--- src/rtl/bridge_pkg.sv ---
// bridge_pkg: shared constants, FSM encodings and helpers for cpu_axi_bridge.
//   INST_ID_DEF / DATA_ID_DEF  default AXI IDs for instruction / data accesses
//   AXI_LEN_SINGLE / AXI_BURST_INCR  fixed single-beat INCR burst attributes
//   rd_state_t / wr_state_t    read and write FSM encodings
//   gen_wstrb()                byte-lane strobe from sram-like size + addr[1:0]
package bridge_pkg;

  localparam logic [3:0] INST_ID_DEF    = 4'd0;
  localparam logic [3:0] DATA_ID_DEF    = 4'd1;
  localparam logic [7:0] AXI_LEN_SINGLE = 8'd0;
  localparam logic [1:0] AXI_BURST_INCR = 2'b01;

  typedef enum logic [1:0] {
    R_IDLE = 2'd0,
    R_AR   = 2'd1,
    R_R    = 2'd2
  } rd_state_t;

  typedef enum logic [1:0] {
    W_IDLE = 2'd0,
    W_AW   = 2'd1,
    W_B    = 2'd2
  } wr_state_t;

  // size 3 has no legal byte-lane pattern on a 32-bit bus, so no lanes are enabled.
  function automatic logic [3:0] gen_wstrb(input logic [1:0] size, input logic [1:0] addr_lo);
    logic [3:0] strb;
    case (size)
      2'd0:    strb = 4'b0001 << addr_lo;
      2'd1:    strb = addr_lo[1] ? 4'b1100 : 4'b0011;
      2'd2:    strb = 4'b1111;
      default: strb = 4'b0000;
    endcase
    return strb;
  endfunction

endpackage

--- src/rtl/axi_rd_ctrl.sv ---
// axi_rd_ctrl: read FSM and inst/data arbitration for the shared AR/R channels.
//   inst_* / data_*      sram-like request side (data has priority over inst)
//   hazard               data read must wait (pending write to the same word)
//   inst_addrok/data_addrok  combinational accept pulses
//   ar* / r*             AXI read address / data channel signals
//   r_inst_fire/r_data_fire  R handshake this cycle, split by rid
//
// state  | meaning
// R_IDLE | no read outstanding; arbitrate and accept a request
// R_AR   | arvalid asserted with the latched address, waiting for arready
// R_R    | rready asserted, waiting for the single R beat
module axi_rd_ctrl
  import bridge_pkg::*;
#(
  parameter int         ADDR_W  = 32,
  parameter logic [3:0] INST_ID = INST_ID_DEF,
  parameter logic [3:0] DATA_ID = DATA_ID_DEF
) (
  input  logic              clk,
  input  logic              reset,
  input  logic              inst_req,
  input  logic [1:0]        inst_size,
  input  logic [ADDR_W-1:0] inst_addr,
  input  logic              data_req,
  input  logic              data_wr,
  input  logic [1:0]        data_size,
  input  logic [ADDR_W-1:0] data_addr,
  input  logic              hazard,
  output logic              inst_addrok,
  output logic              data_addrok,
  output logic [3:0]        arid,
  output logic [ADDR_W-1:0] araddr,
  output logic [2:0]        arsize,
  output logic              arvalid,
  input  logic              arready,
  input  logic [3:0]        rid,
  input  logic              rvalid,
  output logic              rready,
  output logic              r_inst_fire,
  output logic              r_data_fire
);

  rd_state_t         state, state_nx;
  logic [ADDR_W-1:0] addr_q;
  logic [1:0]        size_q;
  logic [3:0]        id_q;
  logic              take_data, take_inst;

  always_ff @(posedge clk or posedge reset) begin
    if (reset) begin
      state  <= R_IDLE;
      addr_q <= '0;
      size_q <= '0;
      id_q   <= '0;
    end else begin
      state <= state_nx;
      if (take_data) begin
        addr_q <= data_addr;
        size_q <= data_size;
        id_q   <= DATA_ID;
      end else if (take_inst) begin
        addr_q <= inst_addr;
        size_q <= inst_size;
        id_q   <= INST_ID;
      end
    end
  end

  // rready stays high in R_R: on an R/B collision the read wins and the
  // write side holds off bready instead.
  always_comb begin
    state_nx  = state;
    take_data = 1'b0;
    take_inst = 1'b0;
    arvalid   = 1'b0;
    rready    = 1'b0;
    case (state)
      R_IDLE: begin
        if (data_req && !data_wr && !hazard) begin
          take_data = 1'b1;
          state_nx  = R_AR;
        end else if (inst_req) begin
          take_inst = 1'b1;
          state_nx  = R_AR;
        end
      end
      R_AR: begin
        arvalid = 1'b1;
        if (arready) state_nx = R_R;
      end
      R_R: begin
        rready = 1'b1;
        if (rvalid) state_nx = R_IDLE;
      end
      default: state_nx = R_IDLE;
    endcase
  end

  assign inst_addrok = take_inst;
  assign data_addrok = take_data;
  assign arid        = id_q;
  assign araddr      = addr_q;
  assign arsize      = {1'b0, size_q};
  assign r_inst_fire = rvalid && rready && (rid == INST_ID);
  assign r_data_fire = rvalid && rready && (rid == DATA_ID);

endmodule

--- src/rtl/cpu_axi_bridge.sv ---
// cpu_axi_bridge: converts the CPU inst/data sram-like ports into one AXI master
// with one outstanding read (either port) and one outstanding write (data port).
//   clk, reset                 clock, async active-high reset
//   inst_sram_*                instruction port (read only)
//   data_sram_*                data port (reads and writes)
//   ar*/r*, aw*/w*, b*         AXI master channels, single-beat INCR bursts
// Build option: define BRIDGE_RESP_REG_EN to register rdata and both dataok
// outputs (one extra cycle of response latency); default is combinational.
//
// state  | meaning
// W_IDLE | no write outstanding; accept a data write
// W_AW   | awvalid / wvalid driven until each has handshaken
// W_B    | waiting for the write response
module cpu_axi_bridge
  import bridge_pkg::*;
#(
  parameter int         ADDR_W  = 32,
  parameter int         DATA_W  = 32,
  parameter logic [3:0] INST_ID = INST_ID_DEF,
  parameter logic [3:0] DATA_ID = DATA_ID_DEF
) (
  input  logic              clk,
  input  logic              reset,
  input  logic              inst_sram_req,
  input  logic              inst_sram_wr,
  input  logic [1:0]        inst_sram_size,
  input  logic [ADDR_W-1:0] inst_sram_addr,
  input  logic [DATA_W-1:0] inst_sram_wdata,
  output logic [DATA_W-1:0] inst_sram_rdata,
  output logic              inst_sram_addrok,
  output logic              inst_sram_dataok,
  input  logic              data_sram_req,
  input  logic              data_sram_wr,
  input  logic [1:0]        data_sram_size,
  input  logic [ADDR_W-1:0] data_sram_addr,
  input  logic [DATA_W-1:0] data_sram_wdata,
  output logic [DATA_W-1:0] data_sram_rdata,
  output logic              data_sram_addrok,
  output logic              data_sram_dataok,
  output logic [3:0]        arid,
  output logic [ADDR_W-1:0] araddr,
  output logic [7:0]        arlen,
  output logic [2:0]        arsize,
  output logic [1:0]        arburst,
  output logic [1:0]        arlock,
  output logic [3:0]        arcache,
  output logic [2:0]        arprot,
  output logic              arvalid,
  input  logic              arready,
  input  logic [3:0]        rid,
  input  logic [DATA_W-1:0] rdata,
  input  logic [1:0]        rresp,
  input  logic              rlast,
  input  logic              rvalid,
  output logic              rready,
  output logic [3:0]        awid,
  output logic [ADDR_W-1:0] awaddr,
  output logic [7:0]        awlen,
  output logic [2:0]        awsize,
  output logic [1:0]        awburst,
  output logic [1:0]        awlock,
  output logic [3:0]        awcache,
  output logic [2:0]        awprot,
  output logic              awvalid,
  input  logic              awready,
  output logic [3:0]        wid,
  output logic [DATA_W-1:0] wdata,
  output logic [3:0]        wstrb,
  output logic              wlast,
  output logic              wvalid,
  input  logic              wready,
  input  logic [3:0]        bid,
  input  logic [1:0]        bresp,
  input  logic              bvalid,
  output logic              bready
);

  wr_state_t         w_state, w_state_nx;
  logic [ADDR_W-1:0] w_addr_q;
  logic [DATA_W-1:0] w_data_q;
  logic [3:0]        w_strb_q;
  logic [1:0]        w_size_q;
  logic              aw_done, w_done;
  logic              w_take, b_fire, hazard;
  logic              rd_data_addrok, r_inst_fire, r_data_fire;
  logic              unused_inputs;

  // Only single-beat OKAY-agnostic traffic is issued, so these carry no information.
  assign unused_inputs = ^{inst_sram_wr, inst_sram_wdata, rresp, rlast, bid, bresp};

  // A data read to the word a pending write targets must not overtake it.
  assign hazard = (w_state != W_IDLE) &&
                  (data_sram_addr[ADDR_W-1:2] == w_addr_q[ADDR_W-1:2]);

  axi_rd_ctrl #(
    .ADDR_W  (ADDR_W),
    .INST_ID (INST_ID),
    .DATA_ID (DATA_ID)
  ) u_rd (
    .clk         (clk),
    .reset       (reset),
    .inst_req    (inst_sram_req),
    .inst_size   (inst_sram_size),
    .inst_addr   (inst_sram_addr),
    .data_req    (data_sram_req),
    .data_wr     (data_sram_wr),
    .data_size   (data_sram_size),
    .data_addr   (data_sram_addr),
    .hazard      (hazard),
    .inst_addrok (inst_sram_addrok),
    .data_addrok (rd_data_addrok),
    .arid        (arid),
    .araddr      (araddr),
    .arsize      (arsize),
    .arvalid     (arvalid),
    .arready     (arready),
    .rid         (rid),
    .rvalid      (rvalid),
    .rready      (rready),
    .r_inst_fire (r_inst_fire),
    .r_data_fire (r_data_fire)
  );

  always_ff @(posedge clk or posedge reset) begin
    if (reset) begin
      w_state  <= W_IDLE;
      w_addr_q <= '0;
      w_data_q <= '0;
      w_strb_q <= '0;
      w_size_q <= '0;
      aw_done  <= 1'b0;
      w_done   <= 1'b0;
    end else begin
      w_state <= w_state_nx;
      if (w_take) begin
        w_addr_q <= data_sram_addr;
        w_data_q <= data_sram_wdata;
        w_strb_q <= gen_wstrb(data_sram_size, data_sram_addr[1:0]);
        w_size_q <= data_sram_size;
        aw_done  <= 1'b0;
        w_done   <= 1'b0;
      end else begin
        if (awvalid && awready) aw_done <= 1'b1;
        if (wvalid && wready)   w_done  <= 1'b1;
      end
    end
  end

  // bready is withheld in a cycle where a data-ID R beat completes so that
  // data_sram_dataok carries at most one event per cycle.
  always_comb begin
    w_state_nx = w_state;
    w_take     = 1'b0;
    awvalid    = 1'b0;
    wvalid     = 1'b0;
    bready     = 1'b0;
    case (w_state)
      W_IDLE: begin
        if (data_sram_req && data_sram_wr) begin
          w_take     = 1'b1;
          w_state_nx = W_AW;
        end
      end
      W_AW: begin
        awvalid = !aw_done;
        wvalid  = !w_done;
        if ((aw_done || awready) && (w_done || wready)) w_state_nx = W_B;
      end
      W_B: begin
        bready = !r_data_fire;
        if (bvalid && !r_data_fire) w_state_nx = W_IDLE;
      end
      default: w_state_nx = W_IDLE;
    endcase
  end

  assign b_fire           = bvalid && bready;
  assign data_sram_addrok = rd_data_addrok || w_take;

  assign arlen   = AXI_LEN_SINGLE;
  assign arburst = AXI_BURST_INCR;
  assign arlock  = 2'b00;
  assign arcache = 4'b0000;
  assign arprot  = 3'b000;

  assign awid    = DATA_ID;
  assign awaddr  = w_addr_q;
  assign awlen   = AXI_LEN_SINGLE;
  assign awsize  = {1'b0, w_size_q};
  assign awburst = AXI_BURST_INCR;
  assign awlock  = 2'b00;
  assign awcache = 4'b0000;
  assign awprot  = 3'b000;

  assign wid   = DATA_ID;
  assign wdata = w_data_q;
  assign wstrb = w_strb_q;
  assign wlast = 1'b1;

`ifdef BRIDGE_RESP_REG_EN
  logic [DATA_W-1:0] rdata_q;
  logic              inst_dataok_q, data_dataok_q;

  always_ff @(posedge clk or posedge reset) begin
    if (reset) begin
      rdata_q       <= '0;
      inst_dataok_q <= 1'b0;
      data_dataok_q <= 1'b0;
    end else begin
      inst_dataok_q <= r_inst_fire;
      data_dataok_q <= r_data_fire || b_fire;
      if (r_inst_fire || r_data_fire) rdata_q <= rdata;
    end
  end

  assign inst_sram_rdata  = rdata_q;
  assign data_sram_rdata  = rdata_q;
  assign inst_sram_dataok = inst_dataok_q;
  assign data_sram_dataok = data_dataok_q;
`else
  assign inst_sram_rdata  = rdata;
  assign data_sram_rdata  = rdata;
  assign inst_sram_dataok = r_inst_fire;
  assign data_sram_dataok = r_data_fire || b_fire;
`endif

endmodule

--- config.mk ---
export PLATFORM = sky130hd
export DESIGN_NAME = cpu_axi_bridge
export DESIGN_NICKNAME = d
export VERILOG_FILES = /design/src/rtl/bridge_pkg.sv /design/src/rtl/axi_rd_ctrl.sv /design/src/rtl/cpu_axi_bridge.sv
export SDC_FILE = /design/constraint.sdc
export NUM_CORES = 1
export LEC_CHECK = 0
export ABC_AREA = 0
export CORE_AREA = 10 10 156 158
export DETAILED_ROUTE_END_ITERATION = 8
export DIE_AREA = 0 0 166 168
export GPL_ROUTABILITY_DRIVEN = 0
export PLACE_DENSITY = 0.67
export RECOVER_POWER = 25
export SYNTH_ARGS = -nofsm -noshare
export SYNTH_HDL_FRONTEND = slang
export SYNTH_SLANG_ARGS = --single-unit
export TNS_END_PERCENT = 1
--- constraint.sdc ---
create_clock -name clk -period 11 [get_ports clk]
set_input_delay 2.2 -clock clk [delete_from_list [all_inputs] [get_ports clk]]
set_output_delay 2.2 -clock clk [all_outputs]
set_load 0.01 [all_outputs]
==> results.yml <==
run_status:
  outcome: "complete, but fails checks"
  violations: "max-capacitance violations, max-slew violations"
global_routing:
  grt.overflow.total: 0
  grt_start_max_net_pins: 74
  grt_pass1_vias: 4787
  antenna_found_initial: 0
  grt_pass1_wl_mm: 27.8
  grt_util_all_layers: 0.124
floorplan:
  chipWidth_um: 166
  coreArea_um2: 21400
  die-area_um2: 27900
  fp.dieH_um: 168
  num_rows: 54
  start_util: 0.276
  ioPinCount: 418
route:
  drc: 0
  first_pass_iters: 4
  routedWlPerCell_um: 17.0
  routed_via_density: 4.15
  ant_nets: 0
  wirelength_mm: 17.9
  drt_iter0_markers: 148
  num_vias: 4362
final_layout:
  fin_cells: 1052
  mostFrequentLayoutCell: "nand2_1"
  drive_above_1_share: 0.117
  syn2layout_area_growth_pct: 36.4
  final_cell_mix: "nand2_1 (207), clkdlybuf4s50_1 (175), dfrtp_1 (111)"
  antenna_cells: 0
  design_area_um2: 8070
  nNetsFinal: 955
  utilization: 0.377
  n_fill_cell: 2155
sta:
  rsz0062_at_grt: "no"
  min_period_ns: 6.97
  fin_crit_sh: 0.634
  fmax_mhz: 143
  tns_ns: 0
  worst_pin_slew_ns: 2.20
  finalHoldViolCount: 0
  final_max_slew_viol_count: 86
  fin_skew_ns: 0.0185
  setup_viol: 0
  max-slew-margin-rel: -0.473
cts:
  clock_path_buffers: 2
  cts_sinks: 111
  cts_resized: 0
  cts-root-buf: "clkbuf_16"
  cts_max_level: 3
  cts.clk_slew.worst_paths_ns: 0.07
  cts_buffers: 9
  holdBufCountCts: 0
  post_cts_buffers: 0
  clkLatencyLatePin_ns: 0.36
  cts_tree: "built"
yosys:
  ys.flop_type: "dfrtp_1"
  yosys.cell_types.count: 33
  ys_top_cells_by_area: "dfrtp_1 (47%), buf_4 (15%), nand2_1 (13%), mux2_2 (12%), xor2_1 (4.4%)"
  ys_seq_area_frac: 0.470
  synth_top_area_frac: 0.470
  async_flop_share: 1.00
  yosys_warnings: 0
  yosysTopAreaCell: "dfrtp_1"
  syn_inst: 613
  synth-seq-cells: 111
  synth_area_um2: 5910
  synth.avg_cell_area_um2: 9.65
  synth_edf_count: 0
setup_path:
  critPathBufInv: 2
  critPathSlowestCell: "clkdlybuf4s50_1"
  cp.arrival_ns: 4.77
  crit_fanout: 3
  cp_cell_sequence: "clkdlybuf4s50_1, xor2_1, nor4_1, nand4_1, o21ai_0, and2_1, clkdlybuf4s50_1"
  cp_common_cell: "clkdlybuf4s50_1"
  cpPeakStageDelay_ns: 0.58
  start_kind: "primary input"
  end_kind: "output pin"
  critical_path_class: "primary input to output pin"
  cp.required_ns: 8.80
  crit_family: "buffers and inverters"
hold_path:
  holdCritPathClass: "flip-flop to flip-flop"
pwr:
  leakagePower_nw: 3.73
  p_per_area_nw_per_um2: 262
  power_mw: 2.11
  vdd_ir_drop_max_mv: 0.0994
placed_design:
  post-dp-hpwl_mm: 13.6
  post-place-cells: 1036
  io_buffers: 227
  place_area_um2: 7780
job:
  maxCapViolations: 2
[where the power goes]
part	internal [mW]	switching [mW]	leakage, nW
sequential	0.617	0.131	1.35
combinational	0.573	0.468	2.24
clock	0.160	0.165	0.142
[registers in the layout, indices dropped and copies added, names as in the netlist]
name,count
u_rd.size_q,2
wstrb,4
wdata,32
w_done,1
w_size_q,2
u_rd.arid,1
u_rd.araddr,32
u_rd.state,2
aw_done,1
awaddr,32
w_state,2
[worst reg2reg max path, cell delays in order (launching register included)]
cell and delay [ns]:
dfrtp_1 0.43, nor2_1 0.36, and3_1 1.27, buf_4 0.54
nand2_1 0.18, o21ai_0 0.19
[metal layers]
metal	track usage	routed length, um
met5	0	0
met3	0.0421	1340
met4	0.0470	329
met2	0.211	8890
met1	0.141	7290
[path summary, 6_finish.rpt]
path | startpoint | endpoint | slack (ns) | depth (start not counted)
min in group asynchronous | reset | wdata[19]$_DFFE_PP0P_ | 2.88 | 2
worst min register to register | wdata[4]$_DFFE_PP0P_ | wdata[4]$_DFFE_PP0P_ | 0.47 | 2
max in group asynchronous | reset | wdata[15]$_DFFE_PP0P_ | 6.41 | 3
worst max register to register | w_state[0]$_DFFE_PP0P_ | wstrb[2]$_DFFE_PP0P_ | 7.95 | 5
worst max-delay path | data_sram_addr[8] | inst_sram_addrok | 4.03 | 7
worst min-delay path | wdata[4]$_DFFE_PP0P_ | wdata[4]$_DFFE_PP0P_ | 0.47 | 2
[layout make-up]
cell class	count	area [um2]	share of cell area
sequential	111	2780	0.344
multi-input combinational	409	2330	0.289
timing repair buffer	231	2300	0.285
tap	280	350	0.0434
clock buffer	10	229	0.0284
clock inverter	6	57.6	0.00714
inverter	5	20.0	0.00248
[kinds of logic (layout without fill, tap and decap cells)]
kind of cell,after synthesis,count (layout),synth area share
AO/OA/AOI/OAI,20,20,0.0218
XOR/XNOR,30,30,0.0444
buffers and inverters,143,252,0.171
flip-flops,111,111,0.470
multiplexers,68,68,0.129
other,2,52,0.00127
AND/OR/NAND/NOR,239,239,0.163
[per-stage QoR]
| stage | hold slack, ns | setup slack, ns |
|---|---|---|
| after CTS | 0.479 | 3.87 |
| after detailed placement | 0.463 | 3.88 |
| final | 0.472 | 4.03 |
| after global routing | 0.498 | 3.84 |
| after global placement | 0.458 | 3.90 |
| after floorplan | 0.485 | 5.36 |
[synth_stat cells, types with 5 or more instances]
library cell	number
clkbuf_1	15
dfrtp_1	111
buf_4	116
nor4_1	8
nor2_1	6
mux2_2	65
nand2_1	207
a21oi_1	7
xor2_1	30
o21ai_0	9
inv_1	5
Note: power is estimated with default switching activity, not from simulation.
